### src/rtl/lcd_pkg.sv
// Shared types and constants for the 16x2 HD44780 row writer.
package lcd_pkg;

   typedef enum logic [2:0] {PWRUP, INIT, LATCH, ADDR1, DATA1, ADDR2, DATA2} lcd_state_t;
   typedef enum logic [1:0] {PH_IDLE, PH_SETUP, PH_PULSE, PH_EXEC} lcd_phase_t;

   localparam logic [7:0] CMD_FUNC    = 8'h38;
   localparam logic [7:0] CMD_DISP    = 8'h0C;
   localparam logic [7:0] CMD_ENTRY   = 8'h06;
   localparam logic [7:0] CMD_CLEAR   = 8'h01;
   localparam logic [7:0] CMD_ROW1    = 8'h80;
   localparam logic [7:0] CMD_ROW2    = 8'hC0;
   localparam logic [7:0] ASCII_SPACE = 8'h20;

   function automatic logic [7:0] init_cmd(input logic [1:0] idx);
      case (idx)
         2'd0:    return CMD_FUNC;
         2'd1:    return CMD_DISP;
         2'd2:    return CMD_ENTRY;
         default: return CMD_CLEAR;
      endcase
   endfunction

   // Column 0 is the MSB byte; NUL shows as a space rather than a CGRAM glyph.
   function automatic logic [7:0] row_char(input logic [127:0] row, input logic [3:0] col);
      logic [7:0] b;
      b = 8'h00;
      for (int c = 0; c < 16; c++)
         if (col == 4'(c)) b = row[127-8*c -: 8];
      return (b == 8'h00) ? ASCII_SPACE : b;
   endfunction

endpackage

### src/rtl/lcd1602_row_writer_if.sv
// Host-side rows and LCD pin bundle; slave = the row writer, master = host/board.
interface lcd1602_row_writer_if;
   logic [127:0] top;
   logic [127:0] bottom;
   logic         lcd_rs;
   logic         lcd_rw;
   logic         lcd_en;
   logic [7:0]   lcd_data;
   logic         init_done;
   logic         frame_done;

   modport slave  (input  top, bottom,
                   output lcd_rs, lcd_rw, lcd_en, lcd_data, init_done, frame_done);
   modport master (output top, bottom,
                   input  lcd_rs, lcd_rw, lcd_en, lcd_data, init_done, frame_done);
endinterface

### src/rtl/lcd_byte_strobe.sv
// One LCD bus write: SETUP (EN low) -> PULSE (EN high) -> EXEC (EN low, long after clear).
module lcd_byte_strobe
   import lcd_pkg::*;
#(
   parameter int unsigned SETUP_CYC = 2,
   parameter int unsigned PULSE_CYC = 5,
   parameter int unsigned EXEC_CYC  = 500,
   parameter int unsigned CLEAR_CYC = 20000
) (
   input  logic       clk,
   input  logic       rst,
   input  logic       i_start,
   input  logic [7:0] i_byte,
   input  logic       i_rs,
   input  logic       i_long_exec,
   output logic       o_en,
   output logic [7:0] o_data,
   output logic       o_rs,
   output logic       o_done
);

   lcd_phase_t  r_phase;
   logic [31:0] r_cnt;
   logic        r_long;
   logic [31:0] w_exec_last;

   assign w_exec_last = r_long ? (CLEAR_CYC - 32'd1) : (EXEC_CYC - 32'd1);
   // done marks the last EXEC cycle so the next write can load with no gap
   assign o_done      = (r_phase == PH_EXEC) && (r_cnt == w_exec_last);

   always_ff @(posedge clk) begin
      if (rst) begin
         r_phase <= PH_IDLE;
         r_cnt   <= '0;
         r_long  <= 1'b0;
         o_en    <= 1'b0;
         o_data  <= '0;
         o_rs    <= 1'b0;
      end else if (i_start) begin
         r_phase <= PH_SETUP;
         r_cnt   <= '0;
         r_long  <= i_long_exec;
         o_en    <= 1'b0;
         o_data  <= i_byte;
         o_rs    <= i_rs;
      end else begin
         case (r_phase)
            PH_SETUP: begin
               if (r_cnt == SETUP_CYC - 32'd1) begin
                  r_phase <= PH_PULSE;
                  r_cnt   <= '0;
                  o_en    <= 1'b1;
               end else r_cnt <= r_cnt + 32'd1;
            end
            PH_PULSE: begin
               if (r_cnt == PULSE_CYC - 32'd1) begin
                  r_phase <= PH_EXEC;
                  r_cnt   <= '0;
                  o_en    <= 1'b0;
               end else r_cnt <= r_cnt + 32'd1;
            end
            PH_EXEC: begin
               if (o_done) begin
                  r_phase <= PH_IDLE;
                  r_cnt   <= '0;
               end else r_cnt <= r_cnt + 32'd1;
            end
            default: ;
         endcase
      end
   end

endmodule

### src/rtl/lcd1602_row_writer.sv
// Power-up/init then continuous two-row refresh of a 16x2 HD44780 LCD.
// Optional LCD_CHANGE_ONLY_EN: only start a frame when the input rows differ from the last frame.
module lcd1602_row_writer
   import lcd_pkg::*;
#(
   parameter int unsigned SETUP_CYC   = 2,
   parameter int unsigned PULSE_CYC   = 5,
   parameter int unsigned EXEC_CYC    = 500,
   parameter int unsigned CLEAR_CYC   = 20000,
   parameter int unsigned POWERUP_CYC = 200000
) (
   input  logic                 clk,
   input  logic                 rst,
   lcd1602_row_writer_if.slave  bus
);

   lcd_state_t   r_state, w_nxt_state;
   logic [3:0]   r_idx, w_nxt_idx;
   logic [31:0]  r_cnt;
   logic [127:0] r_snap_top, r_snap_bot;
   logic         r_init_done, r_frame_done;
   logic         w_start, w_latch, w_go, w_done, w_rs, w_long;
   logic [7:0]   w_byte;
   logic         w_en, w_rs_out;
   logic [7:0]   w_data;

`ifdef LCD_CHANGE_ONLY_EN
   logic r_first;
   assign w_go = r_first || (bus.top != r_snap_top) || (bus.bottom != r_snap_bot);
`else
   assign w_go = 1'b1;
`endif

   // r_state/r_idx name the write in flight; the next write is chosen on its done cycle
   always_comb begin
      w_nxt_state = r_state;
      w_nxt_idx   = r_idx;
      w_start     = 1'b0;
      w_latch     = 1'b0;
      case (r_state)
         PWRUP: if (r_cnt == POWERUP_CYC - 32'd1) begin
            w_nxt_state = INIT; w_nxt_idx = 4'd0; w_start = 1'b1;
         end
         INIT: if (w_done) begin
            if (r_idx == 4'd3) begin
               w_nxt_state = LATCH; w_nxt_idx = 4'd0;
            end else begin
               w_nxt_idx = r_idx + 4'd1; w_start = 1'b1;
            end
         end
         LATCH: if (w_go) begin
            w_nxt_state = ADDR1; w_start = 1'b1; w_latch = 1'b1;
         end
         ADDR1: if (w_done) begin
            w_nxt_state = DATA1; w_nxt_idx = 4'd0; w_start = 1'b1;
         end
         DATA1: if (w_done) begin
            w_start = 1'b1;
            if (r_idx == 4'd15) begin
               w_nxt_state = ADDR2; w_nxt_idx = 4'd0;
            end else w_nxt_idx = r_idx + 4'd1;
         end
         ADDR2: if (w_done) begin
            w_nxt_state = DATA2; w_nxt_idx = 4'd0; w_start = 1'b1;
         end
         DATA2: if (w_done) begin
            if (r_idx == 4'd15) begin
               w_nxt_state = LATCH; w_nxt_idx = 4'd0;
            end else begin
               w_nxt_idx = r_idx + 4'd1; w_start = 1'b1;
            end
         end
         default: w_nxt_state = PWRUP;
      endcase
   end

   always_comb begin
      w_byte = CMD_ROW1;
      w_rs   = 1'b0;
      case (w_nxt_state)
         INIT:  w_byte = init_cmd(w_nxt_idx[1:0]);
         ADDR2: w_byte = CMD_ROW2;
         DATA1: begin w_byte = row_char(r_snap_top, w_nxt_idx); w_rs = 1'b1; end
         DATA2: begin w_byte = row_char(r_snap_bot, w_nxt_idx); w_rs = 1'b1; end
         default: ;
      endcase
   end

   assign w_long = (w_byte == CMD_CLEAR) && !w_rs;

   always_ff @(posedge clk) begin
      if (rst) begin
         r_state      <= PWRUP;
         r_idx        <= '0;
         r_cnt        <= '0;
         r_snap_top   <= '0;
         r_snap_bot   <= '0;
         r_init_done  <= 1'b0;
         r_frame_done <= 1'b0;
`ifdef LCD_CHANGE_ONLY_EN
         r_first      <= 1'b1;
`endif
      end else begin
         r_state      <= w_nxt_state;
         r_idx        <= w_nxt_idx;
         r_cnt        <= (r_state == PWRUP) ? r_cnt + 32'd1 : '0;
         r_frame_done <= (r_state == DATA2) && w_done && (r_idx == 4'd15);
         if ((r_state == INIT) && w_done && (r_idx == 4'd3)) r_init_done <= 1'b1;
         if (w_latch) begin
            r_snap_top <= bus.top;
            r_snap_bot <= bus.bottom;
`ifdef LCD_CHANGE_ONLY_EN
            r_first    <= 1'b0;
`endif
         end
      end
   end

   lcd_byte_strobe #(
      .SETUP_CYC (SETUP_CYC),
      .PULSE_CYC (PULSE_CYC),
      .EXEC_CYC  (EXEC_CYC),
      .CLEAR_CYC (CLEAR_CYC)
   ) u_strobe (
      .clk         (clk),
      .rst         (rst),
      .i_start     (w_start),
      .i_byte      (w_byte),
      .i_rs        (w_rs),
      .i_long_exec (w_long),
      .o_en        (w_en),
      .o_data      (w_data),
      .o_rs        (w_rs_out),
      .o_done      (w_done)
   );

   assign bus.lcd_en     = w_en;
   assign bus.lcd_data   = w_data;
   assign bus.lcd_rs     = w_rs_out;
   assign bus.lcd_rw     = 1'b0;
   assign bus.init_done  = r_init_done;
   assign bus.frame_done = r_frame_done;

endmodule
### src/flat_wrapper.sv
// flat-port wrapper written by rule: the top's interface ports become plain ports
module lcd1602_row_writer_flat import lcd_pkg::*;
#(
   parameter int unsigned SETUP_CYC   = 2,
   parameter int unsigned PULSE_CYC   = 5,
   parameter int unsigned EXEC_CYC    = 500,
   parameter int unsigned CLEAR_CYC   = 20000,
   parameter int unsigned POWERUP_CYC = 200000
)
  (clk, rst, bus_top, bus_bottom, bus_lcd_rs, bus_lcd_rw, bus_lcd_en, bus_lcd_data, bus_init_done, bus_frame_done);
  lcd1602_row_writer_if bus_i ();
  input  logic clk;
  input  logic rst;
  input wire logic [$bits(bus_i.top)-1:0] bus_top;
  input wire logic [$bits(bus_i.bottom)-1:0] bus_bottom;
  output wire logic [$bits(bus_i.lcd_rs)-1:0] bus_lcd_rs;
  output wire logic [$bits(bus_i.lcd_rw)-1:0] bus_lcd_rw;
  output wire logic [$bits(bus_i.lcd_en)-1:0] bus_lcd_en;
  output wire logic [$bits(bus_i.lcd_data)-1:0] bus_lcd_data;
  output wire logic [$bits(bus_i.init_done)-1:0] bus_init_done;
  output wire logic [$bits(bus_i.frame_done)-1:0] bus_frame_done;
  assign bus_i.top = bus_top;
  assign bus_i.bottom = bus_bottom;
  assign bus_lcd_rs = bus_i.lcd_rs;
  assign bus_lcd_rw = bus_i.lcd_rw;
  assign bus_lcd_en = bus_i.lcd_en;
  assign bus_lcd_data = bus_i.lcd_data;
  assign bus_init_done = bus_i.init_done;
  assign bus_frame_done = bus_i.frame_done;
  lcd1602_row_writer #(.SETUP_CYC(SETUP_CYC), .PULSE_CYC(PULSE_CYC), .EXEC_CYC(EXEC_CYC), .CLEAR_CYC(CLEAR_CYC), .POWERUP_CYC(POWERUP_CYC)) u_core (.clk(clk), .rst(rst), .bus(bus_i));
endmodule
### config.mk
export PLATFORM = sky130hd
export DESIGN_NAME = lcd1602_row_writer_flat
export DESIGN_NICKNAME = d
export VERILOG_FILES = /design/src/rtl/lcd_pkg.sv /design/src/rtl/lcd1602_row_writer_if.sv /design/src/rtl/lcd_byte_strobe.sv /design/src/rtl/lcd1602_row_writer.sv /design/src/flat_wrapper.sv
export SDC_FILE = /design/constraint.sdc
export NUM_CORES = 1
export LEC_CHECK = 0
export ABC_AREA = 1
export BUFFER_PORTS_ARGS = -buffer_cell sky130_fd_sc_hd__buf_2
export CAP_MARGIN = 10
export CORE_AREA = 2 2 229 231
export CTS_CLUSTER_DIAMETER = 120
export CTS_CLUSTER_SIZE = 25
export DETAILED_ROUTE_END_ITERATION = 6
export DIE_AREA = 0 0 231 233
export PLACE_DENSITY_LB_ADDON = 0.3
export SLEW_MARGIN = 20
export SYNTH_ARGS = -nofsm -noshare
export SYNTH_HDL_FRONTEND = slang
export SYNTH_SLANG_ARGS = --single-unit
### constraint.sdc
create_clock -name clk -period 10.85 [get_ports clk]
set_input_delay 0.5425 -clock clk [delete_from_list [all_inputs] [get_ports clk]]
set_output_delay 0.5425 -clock clk [all_outputs]
set_load 0.02 [all_outputs]
==> results of run 1 <==
==> flip-flops by register name, summed over array words and instances (netlist names), 2 cells and up <==
| signal | flops |
|---|---|
| u_core.r_snap_bot | 128 |
| u_core.u_strobe.o_data | 8 |
| u_core.r_state | 3 |
| u_core.r_snap_top | 128 |
| u_core.u_strobe.r_cnt | 32 |
| u_core.u_strobe.r_phase | 2 |
| u_core.r_cnt | 32 |
| u_core.r_idx | 4 |
==> per-stage QoR <==
stage / util (%) / worst slack, ns / cell area, um^2 / power, uW
2_1_floorplan: - / 7.21 / 16800 / 1650
3_3_place_gp: 36.3 / 5.42 / 18500 / 1810
3_5_place_dp: 36.3 / 5.29 / 18500 / 1820
4_1_cts: 37.1 / 5.25 / 19000 / 2520
5_1_grt: 37.1 / 4.55 / 19000 / 2630
6_report: 37.1 / 5.17 / 19000 / 2510
==> where the power goes <==
group	total [uW]	leakage, uW	internal [uW]	switching, uW
sequential	1360	0.00277	1320	37.9
clock	715	0.000221	293	422
combinational	428	0.00431	133	295
total	2510	0.00730	1750	756
==> worst max-delay path: cells and delay by family (launching register included) <==
kind | cells | cell delay [ns]
and+or+nand+nor | 27 | 3.27
buffers and inverters | 4 | 1.10
adders and majority gates | 1 | 0.61
DFF | 1 | 0.35
AOI/OAI and AO/OA | 2 | 0.31
==> cell type report <==
type	instances	share of cell area, %
well taps	680	4.48
flip-flops and latches	342	36.1
repair buffers	286	7.78
clock buffers	18	2.31
multi-input cells	1742	43.4
inverters	298	5.92
clock inverters	1	0.0462
==> cell usage after synthesis, types with 4 or more instances <==
| cell | count |
|---|---|
| sky130_fd_sc_hd__dfxtp_1 | 342 |
| sky130_fd_sc_hd__or2_2 | 8 |
| sky130_fd_sc_hd__nor2_2 | 9 |
| sky130_fd_sc_hd__nand4_1 | 20 |
| sky130_fd_sc_hd__o211ai_1 | 5 |
| sky130_fd_sc_hd__a21oi_1 | 363 |
| sky130_fd_sc_hd__nand2_1 | 611 |
| sky130_fd_sc_hd__buf_2 | 12 |
| sky130_fd_sc_hd__ha_1 | 16 |
| sky130_fd_sc_hd__nand2_2 | 4 |
| sky130_fd_sc_hd__nor3b_1 | 4 |
| sky130_fd_sc_hd__inv_2 | 15 |
| sky130_fd_sc_hd__nand3_1 | 290 |
| sky130_fd_sc_hd__a31oi_1 | 5 |
| sky130_fd_sc_hd__nor3_1 | 31 |
| sky130_fd_sc_hd__nor2_1 | 117 |
| sky130_fd_sc_hd__o21ai_0 | 192 |
| sky130_fd_sc_hd__xor2_1 | 13 |
| sky130_fd_sc_hd__nor4_1 | 12 |
| sky130_fd_sc_hd__clkinv_1 | 4 |
| sky130_fd_sc_hd__nand3b_1 | 8 |
| sky130_fd_sc_hd__inv_1 | 279 |
| sky130_fd_sc_hd__clkbuf_1 | 136 |
==> cells in the final DEF, fill, tap and decap left out, types with 5 or more instances in the layout <==
| master | count |
|---|---|
| sky130_fd_sc_hd__nor2_1 | 113 |
| sky130_fd_sc_hd__clkinv_1 | 5 |
| sky130_fd_sc_hd__or2_2 | 8 |
| sky130_fd_sc_hd__nor4_1 | 12 |
| sky130_fd_sc_hd__a21oi_1 | 363 |
| sky130_fd_sc_hd__ha_1 | 16 |
| sky130_fd_sc_hd__buf_4 | 18 |
| sky130_fd_sc_hd__clkbuf_16 | 17 |
| sky130_fd_sc_hd__nand3_1 | 290 |
| sky130_fd_sc_hd__o211ai_1 | 5 |
| sky130_fd_sc_hd__inv_2 | 14 |
| sky130_fd_sc_hd__o21ai_0 | 192 |
| sky130_fd_sc_hd__dfxtp_1 | 342 |
| sky130_fd_sc_hd__inv_1 | 277 |
| sky130_fd_sc_hd__buf_2 | 268 |
| sky130_fd_sc_hd__nand4_1 | 20 |
| sky130_fd_sc_hd__nor2_2 | 12 |
| sky130_fd_sc_hd__xor2_1 | 13 |
| sky130_fd_sc_hd__nand2_1 | 610 |
| sky130_fd_sc_hd__nor3_1 | 31 |
| sky130_fd_sc_hd__nand3b_1 | 8 |
| sky130_fd_sc_hd__a31oi_1 | 5 |
==> final timing paths <==
| check | start | endpoint | slack, ns | cells past startpoint |
|---|---|---|---|---|
| worst max-delay path | u_core.r_state[2] | u_core.u_strobe.o_data[5] | 5.17 | 34 |
| worst min-delay path | bus_bottom[124] | u_core.r_snap_bot[124] | 0.28 | 3 |
| worst max register to register | u_core.r_state[2] | u_core.u_strobe.o_data[5] | 5.17 | 34 |
| worst min register to register | u_core.r_cnt[0] | u_core.r_cnt[0] | 0.45 | 1 |
==> cells by family (layout without fill, tap and decap cells) <==
| kind of cell | Yosys count | count (layout) | share of synthesized area [%] |
|---|---|---|---|
| AOI/OAI and AO/OA | 584 | 584 | 17.8 |
| xor gates and xnor gates | 15 | 15 | 0.782 |
| adders and majority gates | 16 | 16 | 1.19 |
| buffers and inverters | 452 | 603 | 10.4 |
| DFF | 342 | 342 | 40.8 |
| other | 1 | 1 | 0.0223 |
| and+or+nand+nor | 1126 | 1126 | 29.0 |
==> metal layers <==
layer | GRT usage, % | wire length (um) | share of wire [%] | up-vias
li1 | - | - | - | 8520
met1 | 28.2 | 26000 | 46 | 7914
met2 | 34.5 | 26700 | 47 | 554
met3 | 2.29 | 3130 | 5.5 | 55
met4 | 3.33 | 815 | 1.4 | 2
met5 | 0 | 13 | 0.023 | -
==> run summary, run 1 <==
The share of the Yosys chip area taken by registers is 40.8%. The critical path is of the reg2reg type. The slowest stage of the critical path is the sky130_fd_sc_hd__ha_1 cell. The run gives 271 as the boundary pin count.

In this run, synthesis produced a sequential element count of 342. Averaged over all synthesized cells, the footprint is 6.62 um^2. Summed over its instances, the top area cell type makes up 40.8% of the synthesized netlist area.

The DRC violation count after routing is 0, and the vertical die dimension is 233 um. In this run the deepest clock path goes through 3 buffers. The delay contributed by the slowest stage of the critical path came out at 0.61 ns. In this run, distinct cell masters in the synthesized netlist total 44. The warning count from the yosys run was 0; the total detailed-routing wirelength was 56700 um.

In this run the tool buffered the top-level ports with 269 buffer cells. After technology mapping, the gate count stands at 2536. Clock-pin slew was measured on the worst setup and hold paths at 0.10 ns.

The filler cells instantiated in the layout total 5471. Of all nets on the critical path, the largest fanout is 62. For the wire length of the first global-routing pass, the log shows 87700 um. Setup repair after global routing left no endpoint under its margin.

Once detailed placement completed, the half-perimeter wirelength came to 42400 um. Across the VDD grid, the largest voltage drop is 0.0000852 V. In this run the cell area of the synthesized design comes to 0.0168 mm^2. Gates resized during post-CTS repair numbered 0. STA classifies the critical path startpoint as a flip-flop. The number of diodes added for antenna fixing was 0; the post-detailed-route via-to-cell ratio was 5.06. In the final layout, flip-flops and latches occupy 0.00685 mm^2. Counting every net in the synthesized netlist gives 2810. Cells with a size suffix above 1 make up 13.3% of the layout. The root buffer cell chosen for the clock tree is sky130_fd_sc_hd__clkbuf_16. Power spread over the standard cell area amounts to 132 mW/mm^2.

TritonCTS built the clock tree. The total number of clock tree sinks came out at 342. The core region is 0.0511 mm^2.

The initialized floorplan defines 83 standard-cell rows. Counting stages on the worst path, the most repeated cell is sky130_fd_sc_hd__nand2_1. From synthesis to final layout, the design area changed by 13.0%. Among all flip-flop cells after synthesis, the most frequent one is sky130_fd_sc_hd__dfxtp_1.

In this run the post-CTS setup repair buffer count came out at 0. In this run, the number of DRC markers left after iteration 0 of detailed routing was 1492. Between clock sinks in the finished design, the worst skew comes to 0.0113 ns. The run gives 176 MHz as the maximum clock frequency. Entering global routing, the biggest net connects 117 pins. The reported leakage power is 0.00730 uW, and the clock period minus worst slack is 5.68 ns. STA puts the critical path data arrival time at 6.16 ns. The cell taking the most area after synthesis is sky130_fd_sc_hd__dfxtp_1. After routing, the total negative slack on setup checks comes to 0 ns.

The synthesized design contains 0 enable-type register cells. The floorplan die area came out at 0.0538 mm^2. In this run, placement finished with an instance count of 3348. Clock latency on the worst-skew pair, taken at its later pin, is 0.53 ns. The initial antenna violation count was 1; the total congestion overflow after global routing was 0. The part of the cycle the worst path needs was 52.3%. Routability-driven placement finished with a final weighted congestion of 0.947. From left edge to right edge, the die measures 231 um.

For the number of hold-repair buffers added at the cts stage, the log shows 0. The final number of max-transition violations was 0. The run finished with clean final reports.

Across every metal layer, demand over resource in global routing totals 20.4%. The count of nets left with antenna violations once routing finished came out at 0. The number of violations of the max-capacitance limit is 0, and the routed wire length per instance is 16.8 um.

For the final hold violation count, the log shows 0. Type of element capturing the critical path: a flip-flop. Clock tree synthesis inserted a total of 17 buffers. In this run the tightest slew margin relative to its limit is 26.7%. Summing all multi-input logic gate instances after layout gives 0.00823 mm^2.

The post-synthesis async set-or-reset flop share is 0%. By area the synthesized netlist is led by sky130_fd_sc_hd__dfxtp_1, sky130_fd_sc_hd__nand2_1, sky130_fd_sc_hd__a21oi_1, sky130_fd_sc_hd__nand3_1, sky130_fd_sc_hd__inv_1. In this run the worst hold path is classified as in2reg. Once the floorplan was initialized, standard cells occupied 32.9% of the core. The CTS H-tree depth is 1. Final hold analysis gives a worst-case slack of 0.276 ns. The run gives 15.9k as the via count of the first global-routing pass. The tools report the number of iterations in the first detailed-routing pass as 6.

At the pin with the least slew margin, the transition time is 1.10 ns. In the final design database the tool counted 2961 nets. The final-report setup violation count is 0, and the total number of vias is 17.0k.

At the worst endpoint, the required time is 11.33 ns. For the final cell count without fillers, the log shows 3367.
Power figures use the tool's default switching activity.
==> inputs of run 2 (changes only) <==
==> constraint.sdc (replaced) <==
create_clock -name clk -period 5.7 [get_ports clk]
set_input_delay 0.285 -clock clk [delete_from_list [all_inputs] [get_ports clk]]
set_output_delay 0.285 -clock clk [all_outputs]
set_load 0.02 [all_outputs]
==> run summary, run 2 (synthesis results as in run 1) <==
The run finished with clean final reports. In this run the static leakage power is 0.00745 uW. The finished cells cover 0.0193 mm^2. The critical path in this run is classified as reg2reg.

The startpoint type of the worst setup path is a flip-flop. After detailed routing, the total wire length is 56700 um. The run gives 3 as the number of buffers between clock root and the deepest sink. The most numerous cell type found on the critical path is sky130_fd_sc_hd__nand2_1. The run gives 20.5% as the global-route usage over all layers.

Dividing total power by cell area gives a power density of 253 mW/mm^2. For the number of buffers created by CTS, the log shows 18. Worst setup slack for register-to-register paths: 0.68 ns. For this configuration, the core starts out at a cell density of 32.9%.

The core region is 0.0511 mm^2. The via count of the first global-routing pass came out at 16.3k. The initial antenna violation count was 4.

Share of cells above drive strength 1: 13.5%. For this run, the top clock speed supported by timing is 199 MHz. At the worst endpoint, the required time is 6.19 ns.

The first global-routing pass estimated 88000 um of wire. Clock tree synthesis found a total of 342 sinks. The floorplan step set the die width to 231 um.

The die covers 0.0538 mm^2. The master of the slowest instance on the critical path is sky130_fd_sc_hd__nor3_1. The cell sitting at the root of the clock tree is a sky130_fd_sc_hd__clkbuf_16.

The worst register-to-register path begins at u_core.u_strobe.r_cnt[0]. The vertical die dimension is 233 um. The detailed-placement wirelength estimate is 42400 um, and the total congestion overflow after global routing is 0. The worst register-to-register path ends at u_core.u_strobe.o_data[6]. In the routed layout, each cell is associated on average with a via count of 5.09. The worst hold path terminates at u_core.r_snap_bot[112]. At the end of routability-driven placement, the weighted congestion stood at 0.895. Row generation in the floorplan step produced 83 rows. 0 antenna diodes ended up in the layout. Boundary pin count: 271. The run gives 0 as the final hold violation count.

Setup violations remaining at the end of the flow were counted as 0. Summing all placed instances gives a cell area of 0.0186 mm^2. Total number of vias: 17.3k.

The largest single stage delay on the critical path is 0.63 ns. Clock latency on the worst-skew pair, taken at its later pin, is 0.55 ns. The final net count is 2989. TritonCTS built the clock tree. In the final layout, the registers with the most flip-flops are u_core.r_snap_bot x128, u_core.r_snap_top x128. The tools report the post-CTS repair timing setup buffer count as 0. Setup repair after global routing left no endpoint under its margin. The DRC violation count after routing is 0, and the slew at the pin closest to its max-slew limit is 1.03 ns.

The synthesis-to-layout area growth came out at 15.0%. The startpoint identified for the worst hold timing path is bus_bottom[112]. Entering global routing, the biggest net connects 223 pins. The part of the cycle the worst path needs is 88.2%. Initial detailed-routing violation count: 1362. Final number of max-transition violations: 0.

For the worst flop-to-flop path, the logic depth is 36. VDD sags by at most 0.000167 V. The logs give 5.52 ns for the arrival time of data at the critical path endpoint and 0.0276 ns for the post-route clock skew.

The routed design could run at a clock period as short as 5.02 ns. Setup total negative slack on the finished layout was measured at 0 ns. In the final routed layout, each cell accounts on average for 16.7 um. The run gives 0 as the number of violations of the max-capacitance limit. The worst setup path is captured at a flip-flop.

Clock-pin slew was measured on the worst setup and hold paths at 0.10 ns. The path class of the lowest-slack min-delay path was in2reg. The most common library cell in the layout ignoring fill and taps is sky130_fd_sc_hd__nand2_1.

Port buffering added 269 buffers. The CTS H-tree depth came out at 1. Along the worst hold path, the cell count comes to 3. The largest fanout on the critical path is 17, and the post-detailed-route count of antenna-violating nets is 0.

Measured against its own limit, the worst slew margin works out to 31.0%. Leaving out fill and tap cells, the most frequent cells in the layout are sky130_fd_sc_hd__nand2_1, sky130_fd_sc_hd__a21oi_1, sky130_fd_sc_hd__dfxtp_1. Number of iterations in the first detailed-routing pass: 5.
[run 2: repair_timing]
| item | in CTS | in global routing |
|---|---|---|
| hold buffers | 23 | 0 |
| endpoints found under the hold margin | 23 | 0 |
| resized for setup | 0 | 0 |
| endpoints found under the setup margin | 0 | 0 |
[run 2: final cells by class]
class,instances,area [um^2]
clock inverters,4,41.3
fillers,5594,31800
inverters,298,1120
multi-input cells,1742,8230
clock buffers,19,475
repair buffers,313,1750
flip-flops and latches,342,6850
well taps,680,851
[run 2: report_power, final]
| part | internal [uW] | switching [uW] |
|---|---|---|
| clock | 615 | 847 |
| sequential | 2520 | 73.4 |
| combinational | 263 | 558 |
| total | 3400 | 1480 |
[run 2: routing by layer]
layer / vias up / global-route usage, % / wire length [um]
li1: 8578 / - / -
met1: 8070 / 28.3 / 25800
met2: 562 / 33.9 / 25900
met3: 75 / 1.73 / 3490
met4: 0 / 5.87 / 1500
met5: - / 0 / 0
[run 2: metrics by stage]
step / instances / utilization, % / hold slack [ns] / total power [uW] / setup slack (ns)
floorplan: 2536 / - / 0.418 / 3140 / 2.06
global placement: 3352 / 36.3 / 0.429 / 3440 / 0.898
detailed placement: 3352 / 36.3 / 0.439 / 3450 / 0.729
CTS: 3398 / 37.8 / 0.000292 / 4910 / 0.693
global route: 3398 / 37.8 / 0.000420 / 5110 / 0.132
finish: 3398 / 37.8 / 0.0116 / 4880 / 0.675
[run 2: critical path: cells and delay by family, from the launching register on]
| kind | cells | cell delay, ns |
|---|---|---|
| fa+ha+maj | 2 | 0.40 |
| simple gates | 29 | 3.34 |
| flops | 1 | 0.41 |
| compound gates | 1 | 0.17 |
| buf+inv | 4 | 0.67 |
[run 2: how the worst max path moves through the flow]
stage                                   startpoint                        end  slack, ns  cells after the start
after floorplan           u_core.u_strobe.r_cnt[0]  u_core.u_strobe.o_data[6]       2.06                     36
after global placement    u_core.u_strobe.r_cnt[0]  u_core.u_strobe.o_data[6]       0.90                     36
after detailed placement  u_core.u_strobe.r_cnt[0]  u_core.u_strobe.o_data[6]       0.73                     36
after CTS                 u_core.u_strobe.r_cnt[0]  u_core.u_strobe.o_data[6]       0.69                     36
after global routing      u_core.u_strobe.r_cnt[0]  u_core.u_strobe.o_data[6]       0.13                     36
final                     u_core.u_strobe.r_cnt[0]  u_core.u_strobe.o_data[6]       0.68                     36
